### src/rtl/rv64_div_pkg.sv
// ---------------------------------------------------------------------------
// rv64_div_pkg
// Shared definitions for the RV64M divide controller:
//   - opcode / funct3 constants for the eight divide-class instructions
//   - FSM state enumeration used by div_ctrl
//   - INT64_MIN / INT32_MIN overflow constants
//   - div_decode(): legality, W-form, signedness and remainder flags
//   - sext32(): sign-extend a 32-bit result to 64 bits
// ---------------------------------------------------------------------------
package rv64_div_pkg;

   localparam logic [6:0] OPC_OP   = 7'b0110011;
   localparam logic [6:0] OPC_OP32 = 7'b0111011;

   localparam logic [9:0] OP_DIV   = {OPC_OP,   3'b100};
   localparam logic [9:0] OP_DIVU  = {OPC_OP,   3'b101};
   localparam logic [9:0] OP_REM   = {OPC_OP,   3'b110};
   localparam logic [9:0] OP_REMU  = {OPC_OP,   3'b111};
   localparam logic [9:0] OP_DIVW  = {OPC_OP32, 3'b100};
   localparam logic [9:0] OP_DIVUW = {OPC_OP32, 3'b101};
   localparam logic [9:0] OP_REMW  = {OPC_OP32, 3'b110};
   localparam logic [9:0] OP_REMUW = {OPC_OP32, 3'b111};

   localparam logic [63:0] INT64_MIN = 64'h8000_0000_0000_0000;
   localparam logic [31:0] INT32_MIN = 32'h8000_0000;

   typedef enum logic [2:0] {
      ST_IDLE   = 3'd0,
      ST_LAUNCH = 3'd1,
      ST_BUSY   = 3'd2,
      ST_RESP   = 3'd3,
      ST_DRAIN  = 3'd4
   } div_state_t;

   typedef struct packed {
      logic legal;
      logic is_w;
      logic is_signed;
      logic is_rem;
   } div_dec_t;

   // funct3[2] selects the M-extension divide group; funct3[0]=0 is signed,
   // funct3[1]=1 selects the remainder.
   function automatic div_dec_t div_decode(input logic [9:0] op);
      div_dec_t d;
      d.is_w      = (op[9:3] == OPC_OP32);
      d.legal     = ((op[9:3] == OPC_OP) || (op[9:3] == OPC_OP32)) && op[2];
      d.is_signed = ~op[0];
      d.is_rem    = op[1];
      return d;
   endfunction

   function automatic logic [63:0] sext32(input logic [31:0] v);
      return {{32{v[31]}}, v};
   endfunction

endpackage

### src/rtl/div_special_case.sv
// ---------------------------------------------------------------------------
// div_special_case
// Combinational detection of the divide cases that need no iteration:
// divide-by-zero and signed overflow. W forms look at the low 32 bits only.
// Ports:
//   i_op   [9:0]  {opcode, funct3}
//   i_rs1  [63:0] dividend
//   i_rs2  [63:0] divisor
//   o_hit         operation resolves here
//   o_data [63:0] architectural result when o_hit is set
// ---------------------------------------------------------------------------
module div_special_case
   import rv64_div_pkg::*;
(
   input  logic [9:0]  i_op,
   input  logic [63:0] i_rs1,
   input  logic [63:0] i_rs2,
   output logic        o_hit,
   output logic [63:0] o_data
);

   div_dec_t w_dec;
   logic     w_div0;
   logic     w_ovf;

   // classify the operands and pick the fixed architectural result
   always_comb begin
      w_dec  = div_decode(i_op);
      w_div0 = w_dec.is_w ? (i_rs2[31:0] == 32'd0) : (i_rs2 == 64'd0);
      w_ovf  = w_dec.is_signed &&
               (w_dec.is_w ? ((i_rs1[31:0] == INT32_MIN) && (i_rs2[31:0] == 32'hFFFF_FFFF))
                           : ((i_rs1 == INT64_MIN) && (i_rs2 == {64{1'b1}})));
      o_hit  = w_dec.legal && (w_div0 || w_ovf);
      if (w_div0) begin
         if (w_dec.is_rem) begin
            o_data = w_dec.is_w ? sext32(i_rs1[31:0]) : i_rs1;
         end else begin
            o_data = {64{1'b1}};
         end
      end else if (w_ovf) begin
         if (w_dec.is_rem) begin
            o_data = 64'd0;
         end else begin
            o_data = w_dec.is_w ? sext32(INT32_MIN) : INT64_MIN;
         end
      end else begin
         o_data = 64'd0;
      end
   end

endmodule

### src/rtl/div_ctrl.sv
// ---------------------------------------------------------------------------
// div_ctrl
// EX-stage controller wrapped around the 64-bit iterative divider. Accepts a
// decoded divide-class instruction, stalls the pipeline while it runs,
// resolves divide-by-zero / overflow in one cycle, and hands the result to
// writeback with a valid/ready handshake. Flushes mid-operation drain the
// divider (it cannot abort) and never produce a writeback.
// Ports:
//   clk, rst                 clock, synchronous active-high reset
//   ex_valid_i, ex_inst_op_f3, ex_rs1_data, ex_rs2_data, ex_rd_addr  from EX
//   flush_i                  kill the in-flight instruction
//   stall_o                  hold IF/ID/EX
//   div_dividend, div_divisor, div_op, div_start   to divider
//   div_result, div_done     from divider
//   wb_valid_o, wb_rd_addr, wb_data, wb_ready_i    writeback handshake
// ---------------------------------------------------------------------------
module div_ctrl
   import rv64_div_pkg::*;
(
   input  logic        clk,
   input  logic        rst,
   input  logic        ex_valid_i,
   input  logic [9:0]  ex_inst_op_f3,
   input  logic [63:0] ex_rs1_data,
   input  logic [63:0] ex_rs2_data,
   input  logic [4:0]  ex_rd_addr,
   input  logic        flush_i,
   output logic        stall_o,
   output logic [63:0] div_dividend,
   output logic [63:0] div_divisor,
   output logic [9:0]  div_op,
   output logic        div_start,
   input  logic [63:0] div_result,
   input  logic        div_done,
   output logic        wb_valid_o,
   output logic [4:0]  wb_rd_addr,
   output logic [63:0] wb_data,
   input  logic        wb_ready_i
);

   div_state_t  r_state;
   div_state_t  w_next_state;

   logic [63:0] r_dividend;
   logic [63:0] r_divisor;
   logic [9:0]  r_op;
   logic [4:0]  r_rd;
   logic [63:0] r_wb_data;

   logic        w_accept;
   logic        w_sc_hit;
   logic [63:0] w_sc_data;
   div_dec_t    w_ex_dec;

   div_special_case u_special (
      .i_op   (ex_inst_op_f3),
      .i_rs1  (ex_rs1_data),
      .i_rs2  (ex_rs2_data),
      .o_hit  (w_sc_hit),
      .o_data (w_sc_data)
   );

   // accept qualification; reset gating keeps every output low during reset
   always_comb begin
      w_ex_dec = div_decode(ex_inst_op_f3);
      w_accept = (r_state == ST_IDLE) && ex_valid_i && w_ex_dec.legal && !flush_i && !rst;
   end

   // state register
   always_ff @(posedge clk) begin
      if (rst) begin
         r_state <= ST_IDLE;
      end else begin
         r_state <= w_next_state;
      end
   end

   // next-state logic
   always_comb begin
      w_next_state = r_state;
      case (r_state)
         ST_IDLE: begin
            if (w_accept) begin
               w_next_state = w_sc_hit ? ST_RESP : ST_LAUNCH;
            end else begin
               w_next_state = ST_IDLE;
            end
         end
         ST_LAUNCH: begin
            w_next_state = flush_i ? ST_DRAIN : ST_BUSY;
         end
         ST_BUSY: begin
            // a flush coinciding with div_done has nothing left to drain
            if (flush_i) begin
               w_next_state = div_done ? ST_IDLE : ST_DRAIN;
            end else if (div_done) begin
               w_next_state = ST_RESP;
            end else begin
               w_next_state = ST_BUSY;
            end
         end
         ST_RESP: begin
            if (flush_i || wb_ready_i) begin
               w_next_state = ST_IDLE;
            end else begin
               w_next_state = ST_RESP;
            end
         end
         ST_DRAIN: begin
            w_next_state = div_done ? ST_IDLE : ST_DRAIN;
         end
         default: begin
            w_next_state = ST_IDLE;
         end
      endcase
   end

   // outputs decoded from the registered state (stall also sees the accept)
   always_comb begin
      stall_o    = 1'b0;
      wb_valid_o = 1'b0;
      div_start  = 1'b0;
      case (r_state)
         ST_IDLE: begin
            stall_o = w_accept;
         end
         ST_LAUNCH: begin
            stall_o   = 1'b1;
            div_start = 1'b1;
         end
         ST_BUSY: begin
            stall_o = 1'b1;
         end
         ST_RESP: begin
            stall_o    = !wb_ready_i;
            wb_valid_o = 1'b1;
         end
         ST_DRAIN: begin
            stall_o = 1'b1;
         end
         default: begin
            stall_o = 1'b0;
         end
      endcase
   end

   // operand latch on accept, result capture from fast path or divider
   always_ff @(posedge clk) begin
      if (rst) begin
         r_dividend <= 64'd0;
         r_divisor  <= 64'd0;
         r_op       <= 10'd0;
         r_rd       <= 5'd0;
         r_wb_data  <= 64'd0;
      end else if (w_accept) begin
         r_dividend <= ex_rs1_data;
         r_divisor  <= ex_rs2_data;
         r_op       <= ex_inst_op_f3;
         r_rd       <= ex_rd_addr;
         if (w_sc_hit) begin
            r_wb_data <= w_sc_data;
         end else begin
            r_wb_data <= r_wb_data;
         end
      end else if ((r_state == ST_BUSY) && div_done && !flush_i) begin
         r_wb_data <= div_result;
      end else begin
         r_wb_data <= r_wb_data;
      end
   end

   assign div_dividend = r_dividend;
   assign div_divisor  = r_divisor;
   assign div_op       = r_op;
   assign wb_rd_addr   = r_rd;
   assign wb_data      = r_wb_data;

endmodule

### config.mk
export PLATFORM = sky130hd
export DESIGN_NAME = div_ctrl
export DESIGN_NICKNAME = d
export VERILOG_FILES = /design/src/rtl/rv64_div_pkg.sv /design/src/rtl/div_special_case.sv /design/src/rtl/div_ctrl.sv
export SDC_FILE = /design/constraint.sdc
export NUM_CORES = 1
export LEC_CHECK = 0
export CORE_AREA = 10 10 165 167
export CTS_BUF_LIST = sky130_fd_sc_hd__clkbuf_4 sky130_fd_sc_hd__clkbuf_8
export CTS_CLUSTER_DIAMETER = 30
export DETAILED_ROUTE_END_ITERATION = 8
export DIE_AREA = 0 0 175 177
export DONT_BUFFER_PORTS = 1
export SLEW_MARGIN = 20
export SYNTH_ARGS = -nofsm -noshare
export SYNTH_HDL_FRONTEND = slang
export SYNTH_HIERARCHICAL = 1
export SYNTH_SLANG_ARGS = --single-unit
### constraint.sdc
create_clock -name clk -period 8.2 [get_ports clk]
set_input_delay 2.05 -clock clk [delete_from_list [all_inputs] [get_ports clk]]
set_output_delay 2.05 -clock clk [all_outputs]
set_load 0.01 [all_outputs]
Yosys cells after proc, flatten, opt, wreduce, memory -nomap -nowiden

Index checks and enable logic that the tools add are counted.

Equality and inequality tests: 11
Mux-type cells: 22
Bitwise logic cells: 1
Reductions and logical operators: 23

Operator list:

| kind                   | number |
|---|---|
| $mux W64               | 8 |
| $eq A64 B64 Y1 const B | 2 |
| $eq A32 B32 Y1 const B | 2 |
| $logic_not A64 Y1      | 1 |
| $mux W63               | 1 |
| $logic_not A32 Y1      | 1 |
| $pmux W3 S5            | 1 |
| $eq A7 B6 Y1 const B   | 2 |
| $logic_and A1 B1 Y1    | 11 |
| $mux W3                | 3 |
| $eq A3 B2 Y1 const B   | 2 |
| $mux W2                | 3 |
| $mux W1                | 5 |
| $eq A3 B1 Y1 const B   | 1 |
| $eq A3 B3 Y1 const B   | 1 |
| $logic_not A1 Y1       | 3 |
| $logic_not A3 Y1       | 1 |
| $logic_or A1 B1 Y1     | 3 |
| $pmux W1 S3            | 1 |
| $reduce_or A3 Y1       | 1 |
| $ne A2 B1 Y1 const B   | 1 |
| $reduce_and A2 Y1      | 1 |
| $reduce_bool A2 Y1     | 1 |
| $not A1 Y1             | 1 |

Bits in registers: 210
Input port bits: 213
Output and inout port bits: 210
Word-level logic and storage cells: 63

Depth between registers and ports, before layout

Word-level depth: 9
Gate-level depth with buffers: 14
Depth with buffers taken out: 10

Hierarchy

Netlist, hierarchy kept.

By module, submodules not included:

| module           | instances | cells each | area an instance (um^2) | seq. area each (um^2) |
|---|---|---|---|---|
| div_ctrl         | 1         | 939        | 8027.7                  | 4204.0 |
| div_special_case | 1         | 235        | 1415.1                  | 0.0 |

Worst setup path after synthesis

No wires, ideal clock.

Kind: input to output
Start: input port flush_i
End: output port stall_o
Arrival: 3.635 ns
Data required time: 6.150 ns
Slack: 2.515 ns
Stages on the path: 6
Path buffers: 3
Path through: or4_1 > or4_1 > clkbuf_1 > buf_6 > buf_6 > a221oi_2

Cells in the longest elaborated chain, start to end: 4

Ends and longest elaborated chain:

| element                           | RTL line        | text |
|---|---|---|
| start, declared                   | div_ctrl.sv:27  | `input logic flush_i,` |
| $logic_not A1 Y1                  | div_ctrl.sv:66  | `w_accept = (r_state == ST_IDLE) && ex_valid_i && w_ex_dec.legal && !flush_i && !rst;` |
| $logic_and A1 B1 Y1 (2 in series) | div_ctrl.sv:66  |  |
| $pmux W1 S3                       | div_ctrl.sv:123 | `case (r_state)` |
| end, declared                     | div_ctrl.sv:28  | `output logic stall_o,` |

Every way passes these cells.

Worst setup path after layout

Ends and elaborated chain as after synthesis.

==> impl_metrics.py <==
metrics = {
    "status": {
        "outcome": "finished clean",
    },
    "synth": {
        "synth_cells": 1174,
        "synth-seq-cells": 210,
        "synth-edff-count": 0,
        "async_reset_ff_share_pct": 0,
        "ys_warn_count": 6,
        "ys_types": 41,
        "synthesis.area_um2": 9440,
        "avgSynthCellArea_um2": 8.04,
        "ys_seq_area_share_pct": 44.5,
        "ys.flop_type": "dfxtp_1",
        "synth_nets": 1387,
    },
    "worst_setup_path": {
        "crit_start": "flush_i",
        "end_kind": "output pin",
        "worstPathArrival_ps": 3850,
        "path_class": "in -> out",
        "cp-start-kind": "input port",
        "path_max_fanout": 40,
        "r2r-start": "r_state[0]$_SDFF_PP0_",
        "cp.required_ps": 6150,
    },
    "routing": {
        "antenna_left": 0,
        "drc": 0,
        "wl_per_cell_um": 24.8,
        "firstDrtPassIters": 5,
        "postRouteWirelength_mm": 36.8,
        "via_per_inst": 5.80,
        "drt_iter0_drc": 754,
        "vias": 8600,
    },
    "floorplanning": {
        "die_w_um": 175,
        "die_y_um": 177,
        "start_util_pct": 39.4,
        "core_um2": 24000,
        "io_pins": 423,
        "rows": 57,
        "dieArea_um2": 31000,
    },
    "power_and_ir_drop": {
        "p_comb_share_pct": 1.5,
        "clockPowerShare_pct": 55.0,
        "p_leak_nw": 3.98,
        "ir_drop_mv": 0.122,
        "switchingPower_uw": 506,
        "switching_share_pct": 21.5,
        "powerDensity_nw_per_um2": 224,
        "seqPwrFrac_pct": 43.4,
        "intPower_mw": 1.85,
    },
    "timing": {
        "fmax_mhz": 170,
        "setup_viol": 0,
        "worstMarginPinSlew_ps": 918,
        "timing.final.ws_setup_ps": 2300,
        "slew_viol_final": 0,
        "fin_setup_tns_ps": 0,
        "finalCriticalPeriod_ps": 5900,
        "rsz0062_at_grt": "false",
        "fin_skew_ps": 26.4,
        "final_min_period_over_clock_period_pct": 71.9,
        "finalHoldViolations": 0,
        "maxSlewHeadroom_pct": 38.8,
    },
    "finish": {
        "fin_cells": 1482,
        "n_antenna_cell": 0,
        "multi_input_comb_area_um2": 4600,
        "fill_cells": 2437,
        "ff_latch_area_um2": 4200,
        "drive_gt1_share_pct": 11.3,
        "finalNetCount": 1339,
        "areaGrowthSynthToFinish_pct": 11.0,
    },
    "place": {
        "pre_cts_slack_ps": 1740,
        "place.gp.congestion": 0.885,
        "dp.cells": 1404,
        "dp_hpwl_mm": 26.5,
        "portBuffers": 0,
    },
    "clock_network": {
        "clk_pin_slew_worst_paths_ps": 50,
        "ctsHoldBuffers": 0,
        "root_buffer": "clkbuf_8",
        "cts_tree": "yes",
        "clkLatencyLatePin_ps": 540,
        "htree_levels": 2,
        "cts_buffer_depth": 3,
        "ctsResizeCount": 0,
        "post_cts.repair.setup_buffers": 0,
        "cts_sinks": 210,
        "cts_buffers": 44,
    },
    "flow_run": {
        "cap_viol_max_count": 0,
    },
    "grt": {
        "antenna_found_initial": 0,
        "overflow": 0,
        "met3_usage_pct": 10.8,
        "met1_usage_pct": 24.1,
        "gr-max-usage-layer": "met2",
        "track_usage_pct": 22.1,
        "grt_pass1_vias": 8203,
        "grt_max_degree": 212,
        "grt_use_met2_pct": 37.6,
        "grt_pass1_wl_mm": 53.5,
    },
    "hold_path": {
        "hp-class": "reg -> reg",
        "hold_start": "div_dividend[35]$_SDFFE_PP0P_",
    },
}
==> synthesized netlist by cell type, drive strengths merged (6+ instances only) <==
master	count	share of area [%]
a21oi	204	11
a221oi	66	6.3
buf	44	3.1
clkbuf	61	2.7
dfxtp	210	45
inv	34	1.4
mux2i	65	6.9
nand2	277	11
nand4	19	1.3
nor2	83	3.3
nor3	6	0.37
nor4	30	2.1
o21ai	35	3.1
==> cells by family (layout without fill, tap and decap cells) <==
family	Yosys count	after routing	share of synthesized area, %
buffers and inverters	139	123	7.06
DFF	210	210	44.5
and+or+nand+nor	451	451	21.0
AOI/OAI and AO/OA	309	309	20.5
muxes	65	65	6.89
==> worst max-delay path, stage by stage <==
cell,delay [ps]
or4_1,530
or4_4,760
a221oi_2,500
==> sequential cells by signal, indices dropped and copies added, names as in the netlist <==
name,flops
wb_data,64
div_dividend,64
div_op,10
wb_rd_addr,5
r_state,3
div_divisor,64
==> per-layer routing <==
metal | share of wire [%] | up-vias | wire (um)
met5 | 0 | - | 0
li1 | - | 4009 | -
met3 | 13 | 44 | 4620
met2 | 49 | 437 | 18100
met1 | 36 | 4110 | 13400
met4 | 1.7 | 0 | 636
==> power groups by stage <==
stage,Sequential [mW],Clock (mW),Combinational [mW]
floorplan,1.04,0,0.0450
global placement,1.04,0,0.0354
detailed placement,1.04,0,0.0358
CTS,1.02,1.32,0.0361
global route,1.02,1.37,0.0400
finish,1.02,1.30,0.0360
==> placed cells by master, fill, tap and decap left out, types with 2 or more instances in the layout <==
master / instances
nand3b_1: 2
nand3_1: 3
a221oi_2: 2
clkinvlp_4: 3
a221oi_1: 64
nor3b_1: 4
nand4_1: 19
or4_1: 4
a21oi_1: 204
dfxtp_1: 210
nor4b_1: 2
inv_1: 34
clkinv_4: 5
bufinv_16: 5
clkinv_2: 4
nor2_1: 83
or3b_1: 2
nor3_1: 5
o21ai_0: 4
o21ai_2: 31
clkbuf_4: 2
nand2_1: 274
buf_4: 10
clkbuf_8: 58
and3_1: 5
nand2_2: 2
nor4_1: 29
or4b_1: 3
a41oi_1: 2
mux2i_1: 65
nand4b_1: 4
==> cell type report <==
class                      instances  area share, %
clock buffer                      60           7.76
clock inverter                    18           2.34
inverter                          34           1.22
multi-input combinational        825           43.9
sequential                       210           40.1
tap                              324           3.87
timing repair buffer              11          0.823
==> worst paths after layout <==
check	to	slack, ps	cells past startpoint
worst min-delay path	div_dividend[35]$_SDFFE_PP0P_	500	2
worst max-delay path	stall_o	2300	3
worst min register to register	div_dividend[35]$_SDFFE_PP0P_	500	2
worst max register to register	wb_data[56]$_SDFFE_PP0P_	5140	5
==> metrics by stage <==
step | utilization [%] | hold slack (ps) | instance area, um2 | power, mW
floorplan | - | 476 | 9440 | 1.09
global placement | 39.3 | 487 | 9420 | 1.08
detailed placement | 39.3 | 493 | 9420 | 1.08
CTS | 43.7 | 503 | 10500 | 2.38
global route | 43.8 | 515 | 10500 | 2.43
finish | 43.8 | 501 | 10500 | 2.35
Power figures use the tool's default switching activity.
==> patch (same flow settings) <==
Register the input `div_result` before use. The logic sees it one clock later. The other inputs are not delayed to match.
--- a/src/rtl/div_ctrl.sv
+++ b/src/rtl/div_ctrl.sv
@@ -37,6 +37,12 @@
    output logic [63:0] wb_data,
    input  logic        wb_ready_i
 );
+
+   logic [63:0] div_result_q;
+
+   always_ff @(posedge clk) begin
+      div_result_q <= div_result;
+   end
 
    div_state_t  r_state;
    div_state_t  w_next_state;
@@ -163,7 +169,7 @@
             r_wb_data <= r_wb_data;
          end
       end else if ((r_state == ST_BUSY) && div_done && !flush_i) begin
-         r_wb_data <= div_result;
+         r_wb_data <= div_result_q;
       end else begin
          r_wb_data <= r_wb_data;
       end
Check against the original RTL: not equivalent (a bounded check fails within 4 cycles, from zero or initial values and one cycle with rst high).
==> patch against the original RTL <==
  * Cell count is 10% higher
  * Sequential cell count is 64 higher
  * Count of clock-buffer cells in the layout increased by 8
  * Total power rose by 29%
  * Clock power increased by 28%
  * Cell area rose by 15%
  * Routed wire length is 5.7% higher
  * Synthesized area increased by 14%
  * Setup slack improved by 0.078 ns
==> patch: results (changes against the original RTL) <==
Slowest Stage Delay on Critical Path 0.64 ns (-0.12 ns); launch point of the worst path rst; outcome finished clean; sequential fraction of the synthesis area 51.0% (+6.5 points); number of search-and-repair iterations in the first detailed-routing pass 6 (+1); vias per std cell 5.77 (-0.54%); largest voltage drop on the vdd net 0.145 mV (+19%); first-pass GRT wire length 57,400 µm (+7.3%); overall routed net length 38,900 µm (+5.7%); startpoint of the worst register-to-register path r_state[1]; endpoint of the worst-slack reg-to-reg timing path wb_data[43]; leakage power 4.20 nW (+5.5%); ranking of synthesized cells by area sky130_fd_sc_hd__dfxtp_1 (51%), sky130_fd_sc_hd__nand2_1 (14%), sky130_fd_sc_hd__a21oi_1 (9.4%), sky130_fd_sc_hd__a311oi_1 (5.2%), sky130_fd_sc_hd__a211oi_1 (4.5%); number of antenna violations at the first check in global routing 9 (+9); GR met2 Demand/Resource 38.0% (+0.37 points); sequential power 1.35 mW (+32%); syn avg cell area 8.20 µm² (+2.0%); post-route clock skew 0.0199 ns (-0.00651 ns); fraction of final layout cells sized beyond drive strength 1 11.7% (+0.37 points); Final #Nets 1,473 (+10%); RD Place Congestion 0.830 (-6.3%); top cells by instance count after synthesis sky130_fd_sc_hd__nand2_1 (404), sky130_fd_sc_hd__dfxtp_1 (274), sky130_fd_sc_hd__a21oi_1 (203); violation count after the first detailed-routing iteration 684 (-9.3%); combinational cell power 0.0324 mW (-10%); post-placement worst setup slack 2.55 ns (+0.812 ns); Hold Worst Slack 0.460 ns (-0.0413 ns); M1 WL 14,000 µm (+4.1%); power per cell area 252 nW/µm² (+12%); Max stage delay cell, worst path sky130_fd_sc_hd__a221oi_1; max layer used met5; maximum net fanout on the critical path 211 (+430%); via count of the first global-routing pass 8,849 (+7.9%); P_int 2.41 mW (+30%); portion of netlist area occupied by mux cells 0.0931% (-6.8 points); met1 global-route usage 25.6% (+1.4 points); combined global-route utilization of all metal layers 23.4% (+1.4 points); clock latency of the later-clocked register in the worst-skew pair 0.57 ns (+0.03 ns); pin slew with the least headroom to its limit 1.02 ns (+0.105 ns); share of the synthesized area in compound gates (AO/OA/AOI/OAI) 22.3% (+1.8 points); Worst EP arrival 3.77 ns (-0.08 ns); met3 Resource Use GR 13.1% (+2.3 points); post-detail-place hpwl 26,400 µm (-0.27%); final standard cell count with taps included and fillers excluded 1,632 (+10%)
patch: worst min-delay path by stage:
stage                          start           to  depth (start not counted)
finish               div_result_q[4]   wb_data[4]                          2
global route        div_result_q[10]  wb_data[10]                          2
CTS                 div_result_q[11]  wb_data[11]                          2
detailed placement  div_result_q[11]  wb_data[11]                          2
global placement    div_result_q[48]  wb_data[48]                          2
floorplan            div_result_q[0]   wb_data[0]                          2
patch: cell families (layout without fill, tap and decap cells):
group / after synthesis / count (layout)
AO/OA/AOI/OAI: 373 / 373
flip-flops: 274 / 274
multiplexers: 1 / 1
AND/OR/NAND/NOR: 510 / 510
buffers and inverters: 153 / 143
other: 0 / 7
patch: final cells by class:
cell class              count  area [µm²]
clock inverters            31         435
multi-input cells         884        4630
clock buffers              68         898
diodes                      7        17.5
flip-flops and latches    274        5490
inverters                  33         124
well taps                 324         405
repair buffers             11        82.6
fillers                  2343       11900
patch: critical path: cells and delay by family:
kind             cells  cell delay (ns)
AND/OR/NAND/NOR      3             0.73
AO/OA/AOI/OAI        1             0.64
